[src/rtl/dm_pkg.sv]
// Shared types and default geometry for the clearable simple-dual-port data memory.
package dm_pkg;

  localparam int DM_DATA_W = 8;
  localparam int DM_ADDR_W = 8;
  localparam int DM_DEPTH  = 256;

  typedef enum logic {
    CLEAR,
    RUN
  } dm_state_e;

endpackage

[src/rtl/dm_ram_sdp.sv]
// Simple dual-port RAM: one write port, one registered read port, no reset on storage.
module dm_ram_sdp #(
  parameter int DATA_W      = 8,
  parameter int DEPTH       = 256,
  parameter int ADDR_W      = 8,
  parameter int WRITE_FIRST = 1
) (
  input  logic              clk,
  input  logic              we,
  input  logic [ADDR_W-1:0] wa,
  input  logic [DATA_W-1:0] wd,
  input  logic              re,
  input  logic [ADDR_W-1:0] ra,
  output logic [DATA_W-1:0] rd
);

  logic [DATA_W-1:0] mem_q [DEPTH];
  logic [DATA_W-1:0] rd_q;
  logic [DATA_W-1:0] rd_d;

  always_comb begin
    rd_d = rd_q;
    if (re) begin
      // Same-address collision forwards the incoming word only in write-first mode.
      if ((WRITE_FIRST != 0) && we && (wa == ra)) rd_d = wd;
      else                                        rd_d = mem_q[ra];
    end
  end

  always_ff @(posedge clk) begin
    if (we) mem_q[wa] <= wd;
    rd_q <= rd_d;
  end

  assign rd = rd_q;

endmodule

[src/rtl/data_mem_sdp.sv]
// Data memory with self-clearing sequence, range checking and registered read port.
module data_mem_sdp
  import dm_pkg::*;
#(
  parameter int DATA_W      = DM_DATA_W,
  parameter int DEPTH       = DM_DEPTH,
  parameter int ADDR_W      = DM_ADDR_W,
  parameter int WRITE_FIRST = 1
) (
  input  logic              clk,
  input  logic              rst,
  input  logic              clr_req,
  output logic              busy,
  input  logic              w_en,
  input  logic [ADDR_W-1:0] w_addr,
  input  logic [DATA_W-1:0] w_data,
  input  logic              r_en,
  input  logic [ADDR_W-1:0] r_addr,
  output logic [DATA_W-1:0] r_data,
  output logic              r_valid,
  output logic              err
);

  localparam logic [ADDR_W:0]   DEPTH_X = (ADDR_W+1)'(DEPTH);
  localparam logic [ADDR_W-1:0] LAST    = ADDR_W'(DEPTH - 1);

  dm_state_e         state_q, state_d;
  logic [ADDR_W-1:0] ptr_q, ptr_d;
  logic              r_valid_q, r_valid_d;
  logic              err_q, err_d;
  logic              zero_q, zero_d;

  logic              w_ok, r_ok;
  logic              ram_we, ram_re;
  logic [ADDR_W-1:0] ram_wa;
  logic [DATA_W-1:0] ram_wd;
  logic [DATA_W-1:0] ram_rd;

  always_comb begin
    w_ok      = ({1'b0, w_addr} < DEPTH_X);
    r_ok      = ({1'b0, r_addr} < DEPTH_X);
    state_d   = state_q;
    ptr_d     = ptr_q;
    r_valid_d = 1'b0;
    err_d     = 1'b0;
    zero_d    = zero_q;
    ram_we    = 1'b0;
    ram_wa    = w_addr;
    ram_wd    = w_data;
    ram_re    = 1'b0;

    case (state_q)
      CLEAR: begin
        ram_we = 1'b1;
        ram_wa = ptr_q;
        ram_wd = '0;
        if (ptr_q == LAST) begin
          state_d = RUN;
          ptr_d   = '0;
        end else begin
          ptr_d = ptr_q + ADDR_W'(1);
        end
      end
      RUN: begin
        ram_we    = w_en & w_ok;
        ram_re    = r_en & r_ok;
        r_valid_d = r_en;
        err_d     = (w_en & ~w_ok) | (r_en & ~r_ok);
        if (r_en) zero_d = ~r_ok;
        if (clr_req) begin
          state_d = CLEAR;
          ptr_d   = '0;
        end
      end
      default: begin
        state_d = CLEAR;
        ptr_d   = '0;
      end
    endcase
  end

  // The RAM output register carries no reset; zero_q masks it after reset and
  // after out-of-range reads so the storage can still map to block RAM.
  always_ff @(posedge clk or posedge rst) begin
    if (rst) begin
      state_q   <= CLEAR;
      ptr_q     <= '0;
      r_valid_q <= 1'b0;
      err_q     <= 1'b0;
      zero_q    <= 1'b1;
    end else begin
      state_q   <= state_d;
      ptr_q     <= ptr_d;
      r_valid_q <= r_valid_d;
      err_q     <= err_d;
      zero_q    <= zero_d;
    end
  end

  dm_ram_sdp #(
    .DATA_W      (DATA_W),
    .DEPTH       (DEPTH),
    .ADDR_W      (ADDR_W),
    .WRITE_FIRST (WRITE_FIRST)
  ) u_ram (
    .clk (clk),
    .we  (ram_we),
    .wa  (ram_wa),
    .wd  (ram_wd),
    .re  (ram_re),
    .ra  (r_addr),
    .rd  (ram_rd)
  );

  assign busy    = (state_q == CLEAR);
  assign r_data  = zero_q ? '0 : ram_rd;
  assign r_valid = r_valid_q;
  assign err     = err_q;

endmodule

[config.mk]
export PLATFORM = sky130hd
export DESIGN_NAME = data_mem_sdp
export DESIGN_NICKNAME = d
export VERILOG_FILES = /design/src/rtl/dm_pkg.sv /design/src/rtl/dm_ram_sdp.sv /design/src/rtl/data_mem_sdp.sv
export SDC_FILE = /design/constraint.sdc
export NUM_CORES = 2
export LEC_CHECK = 0
export CAP_MARGIN = 20
export CORE_MARGIN = 2
export CORE_UTILIZATION = 25
export DETAILED_ROUTE_END_ITERATION = 8
export PLACE_DENSITY = 0.5
export RECOVER_POWER = 25
export SLEW_MARGIN = 20
export SYNTH_ARGS = -nofsm -noshare
export SYNTH_HDL_FRONTEND = slang
export SYNTH_SLANG_ARGS = --single-unit
[constraint.sdc]
create_clock -name clk -period 13.4 [get_ports clk]
set_clock_uncertainty 0.15 [all_clocks]
set_input_delay 2.68 -clock clk [delete_from_list [all_inputs] [get_ports clk]]
set_output_delay 2.68 -clock clk [all_outputs]
set_load 0.02 [all_outputs]
Word level (Yosys, flattened, before mapping). Memory sizes are Yosys's and may differ from the RTL's. A register that Yosys moved wholly into a read port is not among the register bits. Index checks and enable logic that the tools add are counted.

Register bits: 11. Bits in writable memories: 2048. Word-level logic and storage cells: 23. Bits of input ports: 29. Memories kept: 1.

Equal/unequal tests: 2. Multiplexer cells: 13. Reduce and logical (&&, ||, !) cells: 1. Bitwise operators: 1. $add $sub $neg: 1.

Memories: u_ram.mem_q (depth 256, bits a word 8, read ports 1, clocked after Yosys merged registers in 1, write ports 1, line dm_ram_sdp.sv:17) `logic [DATA_W-1:0] mem_q [DEPTH];`.

Operator list (count): $mux 8 (5); $pmux 8 s2 (1); $add 8x1->8 const B (1); $eq 8x8->1 const B (1); $mux 1 (5); $pmux 1 s2 (2); $ne 2x2->1 const B (1); $reduce_and 2->1 (1); $not 1->1 (1).

Logic depth before layout (Yosys ltp).
Word-level depth: 4. Gate-level depth with buffers: 13.

Hierarchy. From an unflattened synthesis, not the netlist that was laid out.

Cell total of the unflattened synthesis: 4091. Area total of the unflattened synthesis: 80582.3 um^2.

Modules (own cells, without submodules): dm_ram_sdp (times used 1, seq. area each 61739.2 um^2, area an instance 79832.8 um^2, cells each 4007); data_mem_sdp (times used 1, seq. area each 276.5 um^2, area an instance 749.5 um^2, cells each 84).

Worst setup path after synthesis. No wires, ideal clock.

Path kind: in2reg. Start: in w_data[1]. End: mem u_ram.mem_q[0][1], data pin. Arrival time: 5934 ps. Required time: 12378 ps. Stages on the path: 1. Path slack: 6444 ps. Path buffers: 0. Cells stage by stage: and2_1.

Word-level cells in the longest chain between the ends: 1.

Ends and longest elaborated chain: from (decl) (line data_mem_sdp.sv:16) `input logic [DATA_W-1:0] w_data,`; $mux 8 (line data_mem_sdp.sv:52) `case (state_q)`; to (decl) (line dm_ram_sdp.sv:17).

No other way between the ends.

Worst setup path after layout.
Start: in w_data[5]. End: mem u_ram.mem_q[168][5], data pin.

Word-level cells in the longest chain between the ends: 1.

Ends and longest elaborated chain: $mux 8 (line data_mem_sdp.sv:52); via ram_wd[5] (line data_mem_sdp.sv:36) `logic [DATA_W-1:0] ram_wd;`.

The timed path passes the listed nets, and every way through them passes these cells.

==> summary.md <==
| Metric | Value |
|---|---|
| Total track usage | 0.136 |
| Commonest non-fill, non-tap cells in the layout | 2056 x edfxtp_1, 505 x mux4_2, 303 x nor2_1 |
| CORE AREA | around 320000 um^2 |
| Final setup viols | 0 |
| Clock tree buffer depth | 3 |
| Worst-Skew Late Latency | 0.85 ns |
| Slew Limit Fails | approximately 570 |
| Crit-path max FO | ~150 |
| Drt pass-1 iters | 5 |
| Post-Route WL | 228000 um |
| RSZ-0062 raised after global routing | false |
| Setup bufs post-CTS | 0 |
| First-pass GRT wire length | 321000 um |
| GR Overflow Total | 0 |
| Yosys warns | 0 |
| Final ANT Viol Nets | 0 |
| Max_cap viols | 6 |
| Vias in the first global route | slightly above 40000 |
| Final Cycle Share | 0.700 |
| DRT iter0 DRCs | 4552 |
| DR WL/cell | approximately 27 um |
| Hold Crit Class | flip-flop to flip-flop |
| Buf/Inv on CP | 2 |
| Most common cell after layout, fill and taps aside | edfxtp_1 |
| Synth cell types | 71 |
| Yosys reg bits | between 2000 and 2500 |
| Die Wd | roughly 570 um |
| Hold_buf cts | 0 |
| Max-slew headroom | -2.97 |
| Initial core utilization | 0.251 |
| Syn Inst Count | 3827 |
| # rows | 209 |
| RePlAce Congestion | 0.821 |
| Final Critical Period | 9.38 ns |
| R2R setup slack | 5.59 ns |
| Drc violations | 0 |
| Filler Cell Count | 31600 |
| Largest net degree at the start of global routing | between 150 and 200 |
| CP max stage delay | 4.23 ns |
| Peak supply drop | ~0.16 mV |
| Async set-reset flop share out of synthesis | 0.00532 |
| Post-DP Area | 86300 um^2 |
| Mapped Nets | ~3900 |
| Initial antenna violation count | 18 |
| Via count | 39600 |
| Top_reg_cell synth | edfxtp_1 |
| Post-synthesis sequential area ratio | 0.764 |
| Ports | 40 |
| Total CTS buffers | 210 |
| Critical Path AT | ~8.0 ns |
| Fin Setup TNS | 0 ns |
| WS Path Type | primary input to flip-flop |
| Critical Path, Cell by Cell | dlygate4sd3_1 > nand2_1 > clkinvlp_2 |
| Final net count | between 3000 and 4000 |
| Mean area per synthesized cell | 21.2 um^2 |
| HPWL Detailed | 139000 um |
| H-tree depth | 4 |
| Failing checks | max-capacitance violations, max-slew violations |
| Clock sink count | 2067 |
| Number of synthesized flops with an enable pin | 2056 |
| Register area | 62000 um^2 |
| Layout cells sized above 1 | 0.229 |
| CTS resizes | 0 |
| Crit-path leading delay family | buffers and inverters |
| Area growth syn-to-layout | 14.8% |
| Root Buffer | clkbuf_16 |
| Fmax | 107 MHz |
| Mapped Area | 81100 um^2 |
| Pleak | ~28 nW |
| PortBufs | 38 |
| Crit-path slowest cell | clkinvlp_2 |
| Endpoint class of the critical path | flip-flop |
| Design area | 93100 um^2 |
| Fin. Hold Viols | 0 |
| Total power per unit cell area | 152 nW/um^2 |
| Die area | 329000 um^2 |
| Multi-input gate area | 17700 um^2 |
| CTS tree | yes |
| Worst-margin pin slew | 5.96 ns |
| Chip Height | 574 um |
| Number of vias per cell | 4.69 |
| Worst setup SP type | primary input |
| Worst path required time | 12.02 ns |
| Clock slew at reported path FFs | 0.06 ns |
| Status | complete, but fails checks |
metal layers:
metal,vias up,track usage,share of wire
li1,16200,-,-
met3,299,0.0201,0.055
met1,21800,0.185,0.43
met4,0,0.0371,0.026
met2,1328,0.225,0.49
met5,-,0,0
final timing paths:
| kind | startpoint | endpoint | depth (start not counted) |
|---|---|---|---|
| max | w_data[5] | u_ram.mem_q[168][5] | 3 |
| min | zero_q | zero_q | 1 |
| max reg2reg | state_q | u_ram.mem_q[168][5] | 3 |
| min reg2reg | zero_q | zero_q | 1 |
| max in group asynchronous | rst | state_q | 2 |
| min in group asynchronous | rst | r_valid | 2 |
cell type report:
type                            count  area share
Inverter                           13    0.000739
Clock inverter                    140      0.0145
Tap cell                         4325      0.0581
Multi-Input combinational cell   1520       0.190
Antenna cell                        5    0.000134
Sequential cell                  2067       0.666
Timing Repair Buffer              128      0.0124
Clock buffer                      247      0.0582
worst reg2reg max path, stage by stage, from the launching register on:
cell	delay (ns)
dfrtp_2	0.38
buf_4	0.30
nand2_1	0.33
clkinvlp_2	4.24
where the power goes:
| part | leakage (nW) | total (W) | internal, W | switching [W] |
|---|---|---|---|---|
| registers | 19.1 | 0.00725 | 0.00722 | 0.0000334 |
| clock network | 3.31 | 0.00585 | 0.00334 | 0.00250 |
| logic | 5.94 | 0.00101 | 0.000288 | 0.000727 |
| total | 28.4 | 0.0141 | 0.0108 | 0.00326 |
flip-flops by register name, indices dropped and copies added (netlist names):
| register | count |
|---|---|
| u_ram.mem_q | 2048 |
| ptr_q | 8 |
| u_ram.rd | 8 |
| r_valid | 1 |
| state_q | 1 |
| zero_q | 1 |
synth_stat cells (all sizes together) (9+ instances only):
master   number  area (um^2)
a21oi        39          195
o22ai        30          188
o21ai        26          130
inv          13         48.8
a31oi        11         68.8
mux2i       103         1030
a2111oi       9         78.8
nand2       135          507
o31ai         9         67.6
dfrtp        10          250
nor3         13         65.1
nand2b       15         93.8
clkbuf       82          312
a22oi        45          338
a22o         12          105
a211oi       28          210
buf         145         1150
nand3        53          265
nor2b        31          194
o221ai        9         78.8
edfxtp     2056        61700
nor2        310         1160
mux4        523        11800
a221oi       16          140
and2         10         62.6
cell families (layout without fill, tap and decap cells):
logic type / after synthesis / in the layout / share of synthesized area
DFF: 2067 / 2067 / 0.764
muxes: 634 / 634 / 0.160
and+or+nand+nor: 603 / 603 / 0.0320
adders and majority gates: 1 / 1 / 0.000154
buffers and inverters: 240 / 528 / 0.0186
AOI/OAI and AO/OA: 272 / 272 / 0.0239
xor gates and xnor gates: 9 / 9 / 0.000972
other: 1 / 6 / 0.0000462
through the flow:
stage	setup slack, ns	std cells	utilization	total power, W	hold slack (ns)
floorplan	6.44	3827	-	0.00794	0.364
global placement	5.79	8049	0.267	0.00838	0.379
finish	4.02	8445	0.288	0.0141	0.396
CTS	6.83	8437	0.288	0.0142	0.394
global route	3.43	8443	0.288	0.0145	0.415
detailed placement	5.94	8050	0.267	0.00840	0.386
Note: power is estimated with default switching activity, not from simulation.
